## src/rtl/conv_encoder_stream_pkg.sv

```systemverilog
// -----------------------------------------------------------------------------
// conv_encoder_stream_pkg
// Shared definitions for the convolutional encoder and its matching Viterbi
// decoder. The decoder imports this same package, so both sides always agree
// on the generator polynomials and the symbol layout.
//
// Contents:
//   SYM_W        - bits per coded symbol ({g0, g1})
//   DEF_K        - default constraint length
//   DEF_G0/G1    - default generator polynomials (K bits, MSB = oldest bit)
//   enc_state_t  - encoder frame FSM encoding
// -----------------------------------------------------------------------------
package conv_encoder_stream_pkg;

  localparam int SYM_W = 2;

  localparam int         DEF_K  = 3;
  localparam logic [2:0] DEF_G0 = 3'b111;
  localparam logic [2:0] DEF_G1 = 3'b101;

  typedef enum logic [1:0] {
    IDLE = 2'd0,
    DATA = 2'd1,
    TAIL = 2'd2,
    FIN  = 2'd3
  } enc_state_t;

endpackage

```

## src/rtl/conv_encoder_stream_sym_gen.sv

```systemverilog
// -----------------------------------------------------------------------------
// conv_sym_gen
// Purely combinational rate-1/2 symbol generator. Given the K-bit register
// window r = {shift register, newest bit}, produces {parity(r&G0),
// parity(r&G1)}. Kept separate so the decoder's branch-metric logic can build
// its expected symbols from the very same function.
//
// Ports:
//   r    in  K      encoder window, r[0] is the newest bit
//   sym  out SYM_W  coded symbol {g0, g1}
// -----------------------------------------------------------------------------
module conv_sym_gen
  import conv_encoder_stream_pkg::*;
#(
  parameter int           K  = DEF_K,
  parameter logic [K-1:0] G0 = DEF_G0,
  parameter logic [K-1:0] G1 = DEF_G1
) (
  input  logic [K-1:0]     r,
  output logic [SYM_W-1:0] sym
);

  assign sym = {^(r & G0), ^(r & G1)};

endmodule

```

## src/rtl/conv_encoder_stream.sv

```systemverilog
// -----------------------------------------------------------------------------
// conv_encoder_stream
// Streaming rate-1/2 convolutional encoder with zero-tail termination.
// A frame is opened by start in IDLE, carries frame_len data bits through a
// valid/ready input handshake, then M = K-1 zero bits are flushed through the
// same path so the decoder ends in state 0. Every input or tail bit produces
// one registered 2-bit symbol on a valid/ready output handshake.
//
// Ports:
//   clk        in   1      clock, rising edge
//   rst        in   1      asynchronous active-high reset
//   start      in   1      open a frame (only looked at in IDLE)
//   frame_len  in   8      number of data bits, latched when start is taken
//   in_valid   in   1      in_bit is valid
//   in_ready   out  1      encoder can take in_bit this cycle
//   in_bit     in   1      data bit
//   out_valid  out  1      out_sym is valid
//   out_ready  in   1      downstream accepts out_sym this cycle
//   out_sym    out  2      coded symbol {g0, g1}
//   busy       out  1      frame in progress (any state except IDLE)
//   done       out  1      single-cycle end-of-frame pulse
// -----------------------------------------------------------------------------
module conv_encoder_stream
  import conv_encoder_stream_pkg::*;
#(
  parameter int           K  = DEF_K,
  parameter logic [K-1:0] G0 = DEF_G0,
  parameter logic [K-1:0] G1 = DEF_G1
) (
  input  logic             clk,
  input  logic             rst,
  input  logic             start,
  input  logic [7:0]       frame_len,
  input  logic             in_valid,
  output logic             in_ready,
  input  logic             in_bit,
  output logic             out_valid,
  input  logic             out_ready,
  output logic [SYM_W-1:0] out_sym,
  output logic             busy,
  output logic             done
);

  localparam int         M         = K - 1;
  localparam logic [2:0] TAIL_LAST = 3'(M);

  enc_state_t       state;
  enc_state_t       state_next;
  logic [M-1:0]     sr;
  logic [7:0]       len;
  logic [7:0]       cnt;
  logic [2:0]       tail_cnt;
  logic             out_slot;
  logic             bit_xfer;
  logic             tail_inject;
  logic             load;
  logic             load_bit;
  logic [K-1:0]     r;
  logic [SYM_W-1:0] sym;

  // The output register can take a new symbol if it is empty or being
  // drained this very cycle; this is what lets one symbol flow per cycle.
  assign out_slot    = !out_valid || out_ready;
  assign in_ready    = (state == DATA) && out_slot;
  assign bit_xfer    = in_valid && in_ready;
  assign tail_inject = (state == TAIL) && (tail_cnt != TAIL_LAST) && out_slot;
  assign load        = bit_xfer || tail_inject;

  // Tail bits are zeros pushed through the same window as data bits.
  assign load_bit = bit_xfer ? in_bit : 1'b0;
  assign r        = {sr, load_bit};
  assign busy     = (state != IDLE);

  conv_sym_gen #(
    .K  (K),
    .G0 (G0),
    .G1 (G1)
  ) u_sym_gen (
    .r   (r),
    .sym (sym)
  );

  always_ff @(posedge clk or posedge rst) begin
    if (rst) begin
      state <= IDLE;
    end else begin
      state <= state_next;
    end
  end

  // TAIL leaves only once the last tail symbol is actually taken downstream,
  // so FIN (and the done pulse that follows it) never overtakes the data.
  always_comb begin
    state_next = state;
    case (state)
      IDLE: begin
        if (start) begin
          state_next = (frame_len == 8'd0) ? FIN : DATA;
        end
      end
      DATA: begin
        if (bit_xfer && (cnt == len - 8'd1)) begin
          state_next = TAIL;
        end
      end
      TAIL: begin
        if ((tail_cnt == TAIL_LAST) && out_slot) begin
          state_next = FIN;
        end
      end
      FIN: begin
        state_next = IDLE;
      end
      default: begin
        state_next = IDLE;
      end
    endcase
  end

  // Datapath: frame bookkeeping, shift register and the output symbol
  // register. A load takes priority over draining so that a transfer out and
  // a new bit in on the same edge both happen. done is registered from FIN,
  // so it appears the cycle after FIN while the FSM is back in IDLE.
  always_ff @(posedge clk or posedge rst) begin
    if (rst) begin
      sr        <= '0;
      len       <= '0;
      cnt       <= '0;
      tail_cnt  <= '0;
      out_valid <= 1'b0;
      out_sym   <= '0;
      done      <= 1'b0;
    end else begin
      if ((state == IDLE) && start) begin
        len      <= frame_len;
        cnt      <= '0;
        sr       <= '0;
        tail_cnt <= '0;
      end
      if (bit_xfer) begin
        cnt <= cnt + 8'd1;
      end
      if (tail_inject) begin
        tail_cnt <= tail_cnt + 3'd1;
      end
      if (load) begin
        out_sym   <= sym;
        out_valid <= 1'b1;
        sr        <= r[M-1:0];
      end else if (out_valid && out_ready) begin
        out_valid <= 1'b0;
      end
      done <= (state == FIN);
    end
  end

endmodule
```

## config.mk

```make
export PLATFORM = sky130hd
export DESIGN_NAME = conv_encoder_stream
export DESIGN_NICKNAME = d
export VERILOG_FILES = /design/src/rtl/conv_encoder_stream_pkg.sv /design/src/rtl/conv_encoder_stream_sym_gen.sv /design/src/rtl/conv_encoder_stream.sv
export SDC_FILE = /design/constraint.sdc
export NUM_CORES = 1
export LEC_CHECK = 0
export ABC_AREA = 1
export BUFFER_PORTS_ARGS = -buffer_cell sky130_fd_sc_hd__buf_2
export CAP_MARGIN = 5
export CELL_PAD_IN_SITES_DETAIL_PLACEMENT = 1
export CELL_PAD_IN_SITES_GLOBAL_PLACEMENT = 1
export CORE_MARGIN = 2
export CORE_UTILIZATION = 42
export CTS_CLUSTER_DIAMETER = 100
export DETAILED_ROUTE_END_ITERATION = 7
export PLACE_DENSITY = 0.87
export SETUP_SLACK_MARGIN = 0.4
export SYNTH_ARGS = -nofsm -noshare
export SYNTH_HDL_FRONTEND = slang
export SYNTH_SLANG_ARGS = --single-unit
export TNS_END_PERCENT = 1
```

## constraint.sdc

```tcl
create_clock -name clk -period 2.08 [get_ports clk]
set_clock_uncertainty 0.15 [all_clocks]
set_input_delay 0.416 -clock clk [delete_from_list [all_inputs] [get_ports clk]]
set_output_delay 0.416 -clock clk [all_outputs]
set_load 0.05 [all_outputs]
```

==> flow_summary.ini, run 1 <==
[run_status]
status = completed

[synth]
synth_cells = 213
ys.flop_type = dfrtp_1
synth.largest_area_cell = dfrtp_1
synth_edf_count = 0
yosys.area.top_type_share_pct = 41.8
ys_seq_area_share_pct = 41.8
synth_common_cells = nand2_1, dfrtp_1, inv_1, nand3_1
syn-num-nets = 236
ys_ff_latch = 27
yosysMostFrequentCell = nand2_1
synth.area.top_cells = dfrtp_1, nand2_1, ha_1, inv_1, nand3_1
syn_area_mm2 = 0.00162
syn_avg_cell_area_um2 = 7.58
synth.distinct_cells = 25
async_flop_share_pct = 100
yosys_warnings = 0

[worst_setup_path]
required_ns = 1.51
path_class = reg2out
r2r-start = len[0]$_DFFE_PP0P_
worstSetupStartpointType = flip-flop
worst_setup_path_end_kind = output pin
worstPathArrival_ns = 1.28
worstSetupStartpoint = state[0]$_DFFE_PP0P_
critPathMaxFanout = 4

[sta]
rsz0062_at_grt = yes
slew-limit-headroom_pct = 75.5
tightest_slew_ns = 0.367
setup_viol = 0
drv_slew = 0
whs_ns = 0.0430
hold_violations = 0
fin_crit_ns = 1.84
fin_tns_setup_ns = 0
min_period_over_period_pct = 88.6
max_freq_ghz = 0.543

[power]
p_leak_uw = 0.00104
powerDensity_mw_per_mm2 = 1390
irDropWorstVdd_mv = 0.709

[layout]
diodes = 0
multi_input_area_um2 = 845
seq_area_um2 = 678
fill_cells = 488
fin_util_pct = 53.1
nets = 270
stdcell_count = 294
syn2layout_area_growth_pct = 21.2
drive_gt1_share_pct = 23.6

[clock_tree]
hold_buffers = 0
ctsLongestPathBuffers = 2
path_clk_slew_ns = 0.10
htreeDepth = 1
clockRootBuffer = clkbuf_8
numCtsBuffers = 3
cts_tree = built
cts_sinks = 27
clock_latency_ns = 0.27

[placement]
hpwlAfterDp_mm = 2.99
place.gp.congestion = 0.779
dp.cells = 281
place.port_buffers = 19

[global_route]
track_usage_pct = 21.6
grt_pass1_vias = 1583
antenna_found_initial = 0
grt_pass1_wl_mm = 7.18
gr-total-overflow = 0
grt_max_degree = 28

[routing]
dr.pass1.iters = 4
vias = 1483
drtIter0Drc = 56
route.antenna.remaining_nets = 0
wirelength_mm = 4.11
via_per_inst = 5.04
wl_per_cell_um = 14.0
drc_errors = 0

[job]
cap_viol_max_count = 0

[floorplan]
ioPinCount = 20
row_count = 22
dieHeight_um = 66.0
initial_core_util_pct = 43.8
fp.dieArea_mm2 = 0.00436
dieWidth_um = 66.0
core_mm2 = 0.00369

[hold_path]
hp-class = in2async
report_power, final:
group	internal (uW)	switching, uW
logic	575	980
clock network	134	174
registers	703	160
layer usage:
| layer | global-route usage, % | vias to the layer above | routed length (um) |
|---|---|---|---|
| met1 | 26.9 | 725 | 1850 |
| met2 | 39.3 | 14 | 2150 |
| li1 | - | 738 | - |
| met3 | 2.21 | 6 | 57 |
| met5 | 0 | - | 0 |
| met4 | 6.12 | 0 | 51 |
worst max-delay path: stages, from the launching register on:
cell,delay [ns]
dfrtp_2,0.43
inv_1,0.10
ha_1,0.22
inv_1,0.09
buf_6,0.16
layout make-up:
class                      instances  share of cell area, %
multi-input combinational        153                   43.1
sequential                        27                   34.6
timing repair buffer              31                   10.7
inverter                          31                   6.07
tap                               48                   3.07
clock buffer                       3                   2.11
clock inverter                     1                  0.256
registers in the layout, indices dropped and copies added (netlist names):
| register | count |
|---|---|
| sr | 2 |
| out_valid | 1 |
| done | 1 |
| cnt | 8 |
| out_sym | 2 |
| tail_cnt | 3 |
| state | 2 |
| len | 8 |
kinds of logic (layout without fill, tap and decap cells):
group | after synthesis | count (layout) | synth area share, %
and+or+nand+nor | 113 | 113 | 30.5
buffers and inverters | 33 | 66 | 7.90
DFF | 27 | 27 | 41.8
AOI/OAI and AO/OA | 22 | 22 | 7.36
adders and majority gates | 9 | 9 | 6.97
xor gates and xnor gates | 8 | 8 | 4.80
muxes | 1 | 1 | 0.620
cell usage in the layout (no fill, tap or decap), types with 2 or more instances in the layout:
master and instances:
nand3_1 20, a21oi_1 2, inv_2 6, o22ai_1 5, o21ai_0 11, buf_6 2, nor2_2 5, nand2_1 69
nor4_1 2, nand2_2 3, buf_2 17, ha_1 7, dfrtp_2 2, xnor2_1 3, xor2_1 4, dfrtp_1 25
o21ai_1 3, inv_1 24, buf_4 11, nor2_4 2, clkbuf_8 3, nor2_1 10, ha_4 2
timing repair:
item	in CTS	in global routing
gates resized for setup	8	1
pin swaps	7	1
setup endpoints to repair	10	20
gates cloned	0	0
endpoints found under the hold margin	0	0
buffers inserted	8	1
metrics by stage:
stage | cell area, um2 | worst slack (ns) | total power, uW
3_5_place_dp | 1800 | 0.209 | 2220
3_3_place_gp | 1800 | 0.286 | 2170
2_1_floorplan | 1630 | 0.203 | 1880
5_1_grt | 1960 | 0.114 | 2980
6_report | 1960 | 0.237 | 2730
4_1_cts | 1950 | 0.239 | 2710
worst paths after layout:
kind                                               end  slack (ns)  depth (start not counted)
min in group clk                    len[6]$_DFFE_PP0P_        0.20                          3
max in group asynchronous        out_valid$_DFFE_PP0P_        1.45                          3
worst min register to register  out_sym[0]$_DFFE_PP0N_        0.34                          2
worst max-delay path                              busy        0.24                          4
worst min-delay path                cnt[1]$_DFFE_PP0P_        0.04                          3
worst max register to register    state[0]$_DFFE_PP0P_        0.28                         14
(Power assumes the default switching activity.)
==> inputs of run 2 (changes only) <==
--- a/config.mk
+++ b/config.mk
@@ -5,16 +5,15 @@
 export SDC_FILE = /design/constraint.sdc
 export NUM_CORES = 1
 export LEC_CHECK = 0
-export ABC_AREA = 1
 export BUFFER_PORTS_ARGS = -buffer_cell sky130_fd_sc_hd__buf_2
 export CAP_MARGIN = 5
 export CELL_PAD_IN_SITES_DETAIL_PLACEMENT = 1
 export CELL_PAD_IN_SITES_GLOBAL_PLACEMENT = 1
 export CORE_MARGIN = 2
-export CORE_UTILIZATION = 42
+export CORE_UTILIZATION = 44
 export CTS_CLUSTER_DIAMETER = 100
 export DETAILED_ROUTE_END_ITERATION = 7
-export PLACE_DENSITY = 0.87
+export PLACE_DENSITY = 0.86
 export SETUP_SLACK_MARGIN = 0.4
 export SYNTH_ARGS = -nofsm -noshare
 export SYNTH_HDL_FRONTEND = slang
==> run 2 against run 1 <==
Against the previous run:
- the run now ends with negative setup slack left
- cell count fell by 17%
- power rose by 13%
- sequential share of layout area fell by 0.99 points
- worst hold slack improved by 0.12 ns
- non-clock buffer count rose by 1
- highest routed layer unchanged
==> flow_summary.ini, run 2 <==
[routing]
dr.pass1.iters = 4
route.antenna.remaining_nets = 0
wl_per_cell_um = 19.0
vias = 1373
via_per_inst = 5.65
wirelength_mm = 4.63
drc_errors = 0
drtIter0Drc = 60

[floorplan]
dieWidth_um = 64.4
ioPinCount = 20
initial_core_util_pct = 47.0
dieHeight_um = 64.4
fp.dieArea_mm2 = 0.00415
row_count = 21
core_mm2 = 0.00342

[clock_tree]
htreeDepth = 1
cts_sinks = 27
path_clk_slew_ns = 0.15
clockRootBuffer = clkbuf_4
ctsLongestPathBuffers = 2
numCtsBuffers = 3
cts_tree = built
clock_latency_ns = 0.35

[worst_setup_path]
worstPathArrival_ns = 2.26
worstReg2RegEnd = state[0]$_DFFE_PP0P_
r2r-start = len[2]$_DFFE_PP0P_
critPathMaxFanout = 4
worstSetupStartpointType = flip-flop
rrSetupSlack_ns = -0.05
worstRegToRegCells = 6
worst_setup_path_end_kind = flip-flop
cp_slowest_cell = or4_4
path_class = reg2reg
required_ns = 2.21
path_cells = or4_4, nor2_4, xnor2_1, o41ai_2, o211a_1, mux2i_1
cpPeakStageDelay_ns = 0.57

[sta]
drv_slew = 0
hold_violations = 0
setup_slack_ns = -0.0514
fin_crit_ns = 2.13
max_freq_ghz = 0.469
whs_ns = 0.165
setup_viol = 2
fin_tns_setup_ns = -0.102
min_period_over_period_pct = 102
rsz0062_at_grt = yes
slew-limit-headroom_pct = 70.6
tightest_slew_ns = 0.437

[layout]
finalInstanceArea_mm2 = 0.00202
syn2layout_area_growth_pct = 26.0
diodes = 0
multi_input_area_um2 = 1000
seq_area_um2 = 681
fin_util_pct = 59.2
fill_cells = 390
nets = 221
largest_registers = cnt (8), len (8), tail_cnt (3)
drive_gt1_share_pct = 38.6
layout_commonest_cell = dfrtp_1
layout_common_cells = dfrtp_1, nand2_1, buf_2

[global_route]
track_usage_pct = 25.0
gr-total-overflow = 0
grt_max_degree = 28
grt_pass1_vias = 1630
antenna_found_initial = 0
grt_pass1_wl_mm = 7.80

[synth]
synth_common_cells = dfrtp_1, nand2_1, o21ai_0, nand3_1
synth-simple-area-share_pct = 18.9
ys_ff_latch = 27
synth_edf_count = 0
syn-num-nets = 191
syn_avg_cell_area_um2 = 9.56
ys_seq_area_share_pct = 42.1
synth.largest_area_cell = dfrtp_1
synth.area.top_cells = dfrtp_1, ha_1, o21ai_0, mux2_2, nand2_1
async_flop_share_pct = 100
synth_cells = 168
synth_top_family_by_area = simple AND/OR/NAND/NOR gates
syn_area_mm2 = 0.00161
yosys_warnings = 0
yosysMostFrequentCell = dfrtp_1
yosys.area_share.xor_xnor_pct = 7.64
synth.distinct_cells = 35
synth-compound-area-share_pct = 11.9
synth_fa_ha_area_share_pct = 7.01
muxShareOfSynthArea_pct = 8.11
ys.flop_type = dfrtp_1
yosys.area.top_type_share_pct = 42.1

[power]
p_leak_uw = 0.000877
irDropWorstVdd_mv = 0.818
powerDensity_mw_per_mm2 = 1520

[placement]
hpwlAfterDp_mm = 3.14
place.port_buffers = 19
place.gp.congestion = 0.926
dp_slack_ns = -0.143
placed_area_mm2 = 0.00180

[hold_path]
min_from = frame_len[3]
min_to = len[3]$_DFFE_PP0P_
hp-class = in2reg
worst_hold_path.num_cells = 2

[job]
cap_viol_max_count = 0

[run_status]
status = finished with violations
failed_checks = negative setup slack
run 2: cell types whose count changed after synthesis, sizes merged, moves of 3 or more:
cell and change:
inv -23, mux2 +8, xor2 +4, nand4 +3, o21ai +4, o22ai -4, nand2 -52, mux2i +3
nor2 -10, nand3 -5, clkbuf +3, nand2b +3
run 2: cells by family (layout without fill, tap and decap cells):
kind of cell,Yosys count,after routing
AO/OA/AOI/OAI,31,31
adder cells (fa/ha/maj),9,9
buffers and inverters,15,44
flip-flops,27,27
XOR/XNOR,14,14
multiplexers,12,12
AND/OR/NAND/NOR,60,60
run 2: worst max path at each step:
stage	from	cells past startpoint	slack, ns	to
after floorplan	len[0]$_DFFE_PP0P_	7	0.04	state[1]$_DFFE_PP0P_
after global placement	len[0]$_DFFE_PP0P_	6	0.08	state[1]$_DFFE_PP0P_
after detailed placement	len[0]$_DFFE_PP0P_	8	-0.14	state[0]$_DFFE_PP0P_
after CTS	len[2]$_DFFE_PP0P_	6	-0.04	state[1]$_DFFE_PP0P_
after global routing	len[2]$_DFFE_PP0P_	6	-0.15	state[0]$_DFFE_PP0P_
final	len[2]$_DFFE_PP0P_	6	-0.05	state[0]$_DFFE_PP0P_
run 2: area by class of cell:
| cell class | instances | area share [%] |
|---|---|---|
| flip-flops and latches | 27 | 33.6 |
| clock buffers | 4 | 1.30 |
| repair buffers | 32 | 11.2 |
| multi-input cells | 126 | 49.4 |
| well taps | 46 | 2.84 |
| inverters | 8 | 1.61 |
run 2: stage by stage:
stage,power [uW],instances
finish,3080,243
global route,3270,243
CTS,2890,243
detailed placement,2400,237
global placement,2260,237
floorplan,1980,168
run 2: critical path: cells and delay by family, from the launching register on:
kind	cells	cell delay, ns
xor gates and xnor gates	1	0.09
muxes	1	0.20
AOI/OAI and AO/OA	2	0.51
DFF	1	0.45
and+or+nand+nor	2	0.67
run 2: repair_timing:
item,in CTS,in global routing
pin swaps,9,8
endpoints found under the hold margin,27,0
hold buffers,1,0
buffers inserted,1,0
resized for setup,30,19
setup endpoints to repair,27,27
run 2: power breakdown:
group          switching (uW)  internal (uW)
clock                     175           75.6
sequential                236            716
combinational            1060            816
total                    1470           1610
run 2: per-layer routing:
metal | track usage, % | share of wire [%] | vias up
met4 | 14.6 | 3.1 | 0
met5 | 0 | 0 | -
met1 | 28.8 | 42 | 692
met2 | 44.0 | 53 | 19
li1 | - | - | 648
met3 | 3.17 | 1.8 | 14
==> inputs of run 3 (changes only) <==
--- a/config.mk
+++ b/config.mk
@@ -9,12 +9,11 @@
 export CAP_MARGIN = 5
 export CELL_PAD_IN_SITES_DETAIL_PLACEMENT = 1
 export CELL_PAD_IN_SITES_GLOBAL_PLACEMENT = 1
-export CORE_MARGIN = 2
 export CORE_UTILIZATION = 44
 export CTS_CLUSTER_DIAMETER = 100
 export DETAILED_ROUTE_END_ITERATION = 7
-export PLACE_DENSITY = 0.86
-export SETUP_SLACK_MARGIN = 0.4
+export PLACE_DENSITY_LB_ADDON = 0.1
+export SETUP_SLACK_MARGIN = 0.02
 export SYNTH_ARGS = -nofsm -noshare
 export SYNTH_HDL_FRONTEND = slang
 export SYNTH_SLANG_ARGS = --single-unit
==> run 3 against run 2 <==
Against the previous run:
- the run still ends with negative setup slack left
- register-to-register slack better by 0.04 ns
- highest routed layer unchanged
- utilization is 3.6 points lower
- critical endpoint is now state[1]$_DFFE_PP0P_
- via count is 4.2% lower
- final area is 6.1% lower
- cell count is 0.41% higher
- worst setup slack better by 0.039 ns
- sequential power is 3.5% lower
==> flow_summary.ini, run 3 (same netlist as run 2, synthesis figures left out) <==
[run_status]
status = finished with violations
failed_checks = negative setup slack

[worst_setup_path]
worstPathArrival_ns = 2.21
cpPeakStageDelay_ns = 0.56
path_class = reg2reg
worstSetupStartpointType = flip-flop
worst_setup_path_end_kind = flip-flop
required_ns = 2.20
critPathMaxFanout = 4
cp_slowest_cell = or4_4
path_cells = or4_4, nor2_4, xnor2_2, o41ai_2, o211a_1, mux2i_1

[floorplan]
ioPinCount = 20
dieWidth_um = 62.4
dieHeight_um = 62.4
core_mm2 = 0.00342
row_count = 21
fp.dieArea_mm2 = 0.00389
initial_core_util_pct = 47.0

[global_route]
use_met1_pct = 27.3
antenna_found_initial = 0
grt_use_met3_pct = 2.74
grt_max_degree = 28
grt_use_met2_pct = 36.1
grt_pass1_wl_mm = 6.36
gr-total-overflow = 0
grt_pass1_vias = 1314
top_usage_layer = met2
track_usage_pct = 20.9

[clock_tree]
clock_latency_ns = 0.33
cts_sinks = 27
path_clk_slew_ns = 0.15
numCtsBuffers = 3
post_cts_buffers = 0
cts_tree = built
htreeDepth = 1
ctsLongestPathBuffers = 2
clockRootBuffer = clkbuf_4

[routing]
vias = 1316
via_per_inst = 5.39
wirelength_mm = 3.78
dr.pass1.iters = 4
route.antenna.remaining_nets = 0
drc_errors = 0
drtIter0Drc = 49
wl_per_cell_um = 15.5

[layout]
nets = 222
diodes = 0
largest_registers = cnt (8), len (8), tail_cnt (3)
syn2layout_area_growth_pct = 18.3
drive_gt1_share_pct = 27.3
layout_commonest_cell = dfrtp_1
layout_common_cells = dfrtp_1, nand2_1, o21ai_0
fill_cells = 417

[power]
comb_power_share_pct = 57.4
p_leak_uw = 0.000878
powerDensity_mw_per_mm2 = 1430
p_seq_share_pct = 33.8
irDropWorstVdd_mv = 0.650
total_power_uw = 2720
p_int_uw = 1460
swShare_pct = 46.2
p_clk_share_pct = 8.8
p_sw_uw = 1250

[sta]
rsz0062_at_grt = yes
min_period_over_period_pct = 101
hold_violations = 0
slew-limit-headroom_pct = 64.1
tightest_slew_ns = 0.537
whs_ns = 0.167
setup_slack_ns = -0.0126
fin_crit_ns = 2.09
setup_viol = 2
max_freq_ghz = 0.478
drv_slew = 0

[job]
cap_viol_max_count = 0

[placement]
hpwlAfterDp_mm = 2.94
place.port_buffers = 19
place.gp.congestion = 0.801

[hold_path]
hp-class = in2reg
[run 3: changes by cell type in the layout (fill, tap and decap cells not counted), moves of 3 or more]
cell	before	now
ha_4	4	1
ha_1	3	7
buf_4	10	13
buf_8	3	0
inv_2	4	1
o21ai_1	3	0
dfrtp_2	4	1
o21ai_0	14	18
dfrtp_1	23	26
inv_1	3	7
[run 3: metal layers]
layer / up-vias / routed length (um)
li1: 643 / -
met1: 655 / 1740
met2: 13 / 1920
met3: 5 / 63
met4: 0 / 45
met5: - / 0
[run 3: worst paths after layout]
| path | start | to | slack, ns | cells past startpoint |
|---|---|---|---|---|
| max | len[0]$_DFFE_PP0P_ | state[1]$_DFFE_PP0P_ | -0.01 | 6 |
| min | frame_len[4] | len[4]$_DFFE_PP0P_ | 0.17 | 2 |
| max reg2reg | len[0]$_DFFE_PP0P_ | state[1]$_DFFE_PP0P_ | -0.01 | 6 |
| min reg2reg | tail_cnt[2]$_DFFE_PP0P_ | tail_cnt[2]$_DFFE_PP0P_ | 0.37 | 1 |
| max in group asynchronous | rst | len[3]$_DFFE_PP0P_ | 0.97 | 4 |
| min in group asynchronous | rst | tail_cnt[1]$_DFFE_PP0P_ | 0.53 | 4 |
[run 3: layout make-up]
class | count | area, um2 | area share (%)
Tap cell | 46 | 57.6 | 3.03
Timing Repair Buffer | 33 | 211 | 11.1
Clock buffer | 4 | 26.3 | 1.38
Sequential cell | 27 | 677 | 35.6
Inverter | 8 | 30.0 | 1.58
Multi-Input combinational cell | 126 | 897 | 47.2
[run 3: power groups by stage]
stage	logic, uW	clock network [uW]	registers (uW)
after detailed placement	1470	0	919
after CTS	1550	242	911
after global routing	1710	265	947
final	1560	239	919
after floorplan	973	0	995
after global placement	1410	0	905
[run 3: critical path: cells and delay by family, from the launching register on]
family / cells / cell delay, ns
AND/OR/NAND/NOR: 2 / 0.68
AO/OA/AOI/OAI: 2 / 0.48
flip-flops: 1 / 0.43
multiplexers: 1 / 0.19
XOR/XNOR: 1 / 0.09
[run 3: timing repair]
item | CTS | global route
hold endpoints to repair | 27 | 0
hold buffers | 1 | 0
endpoints found under the setup margin | 3 | 4
gates resized for setup | 8 | 3
pin swaps | 2 | 1
[run 3: metrics by stage]
stage	setup TNS (ns)	cell area (um2)	cells	util, %	setup WS [ns]
CTS	-0.0478	1890	244	55.2	-0.0293
finish	-0.0146	1900	244	55.6	-0.0126
global route	-0.179	1900	244	55.6	-0.0695
detailed placement	-0.152	1820	239	53.2	-0.0846
floorplan	0	1610	168	-	0.0274
global placement	0	1820	239	53.2	0.0593
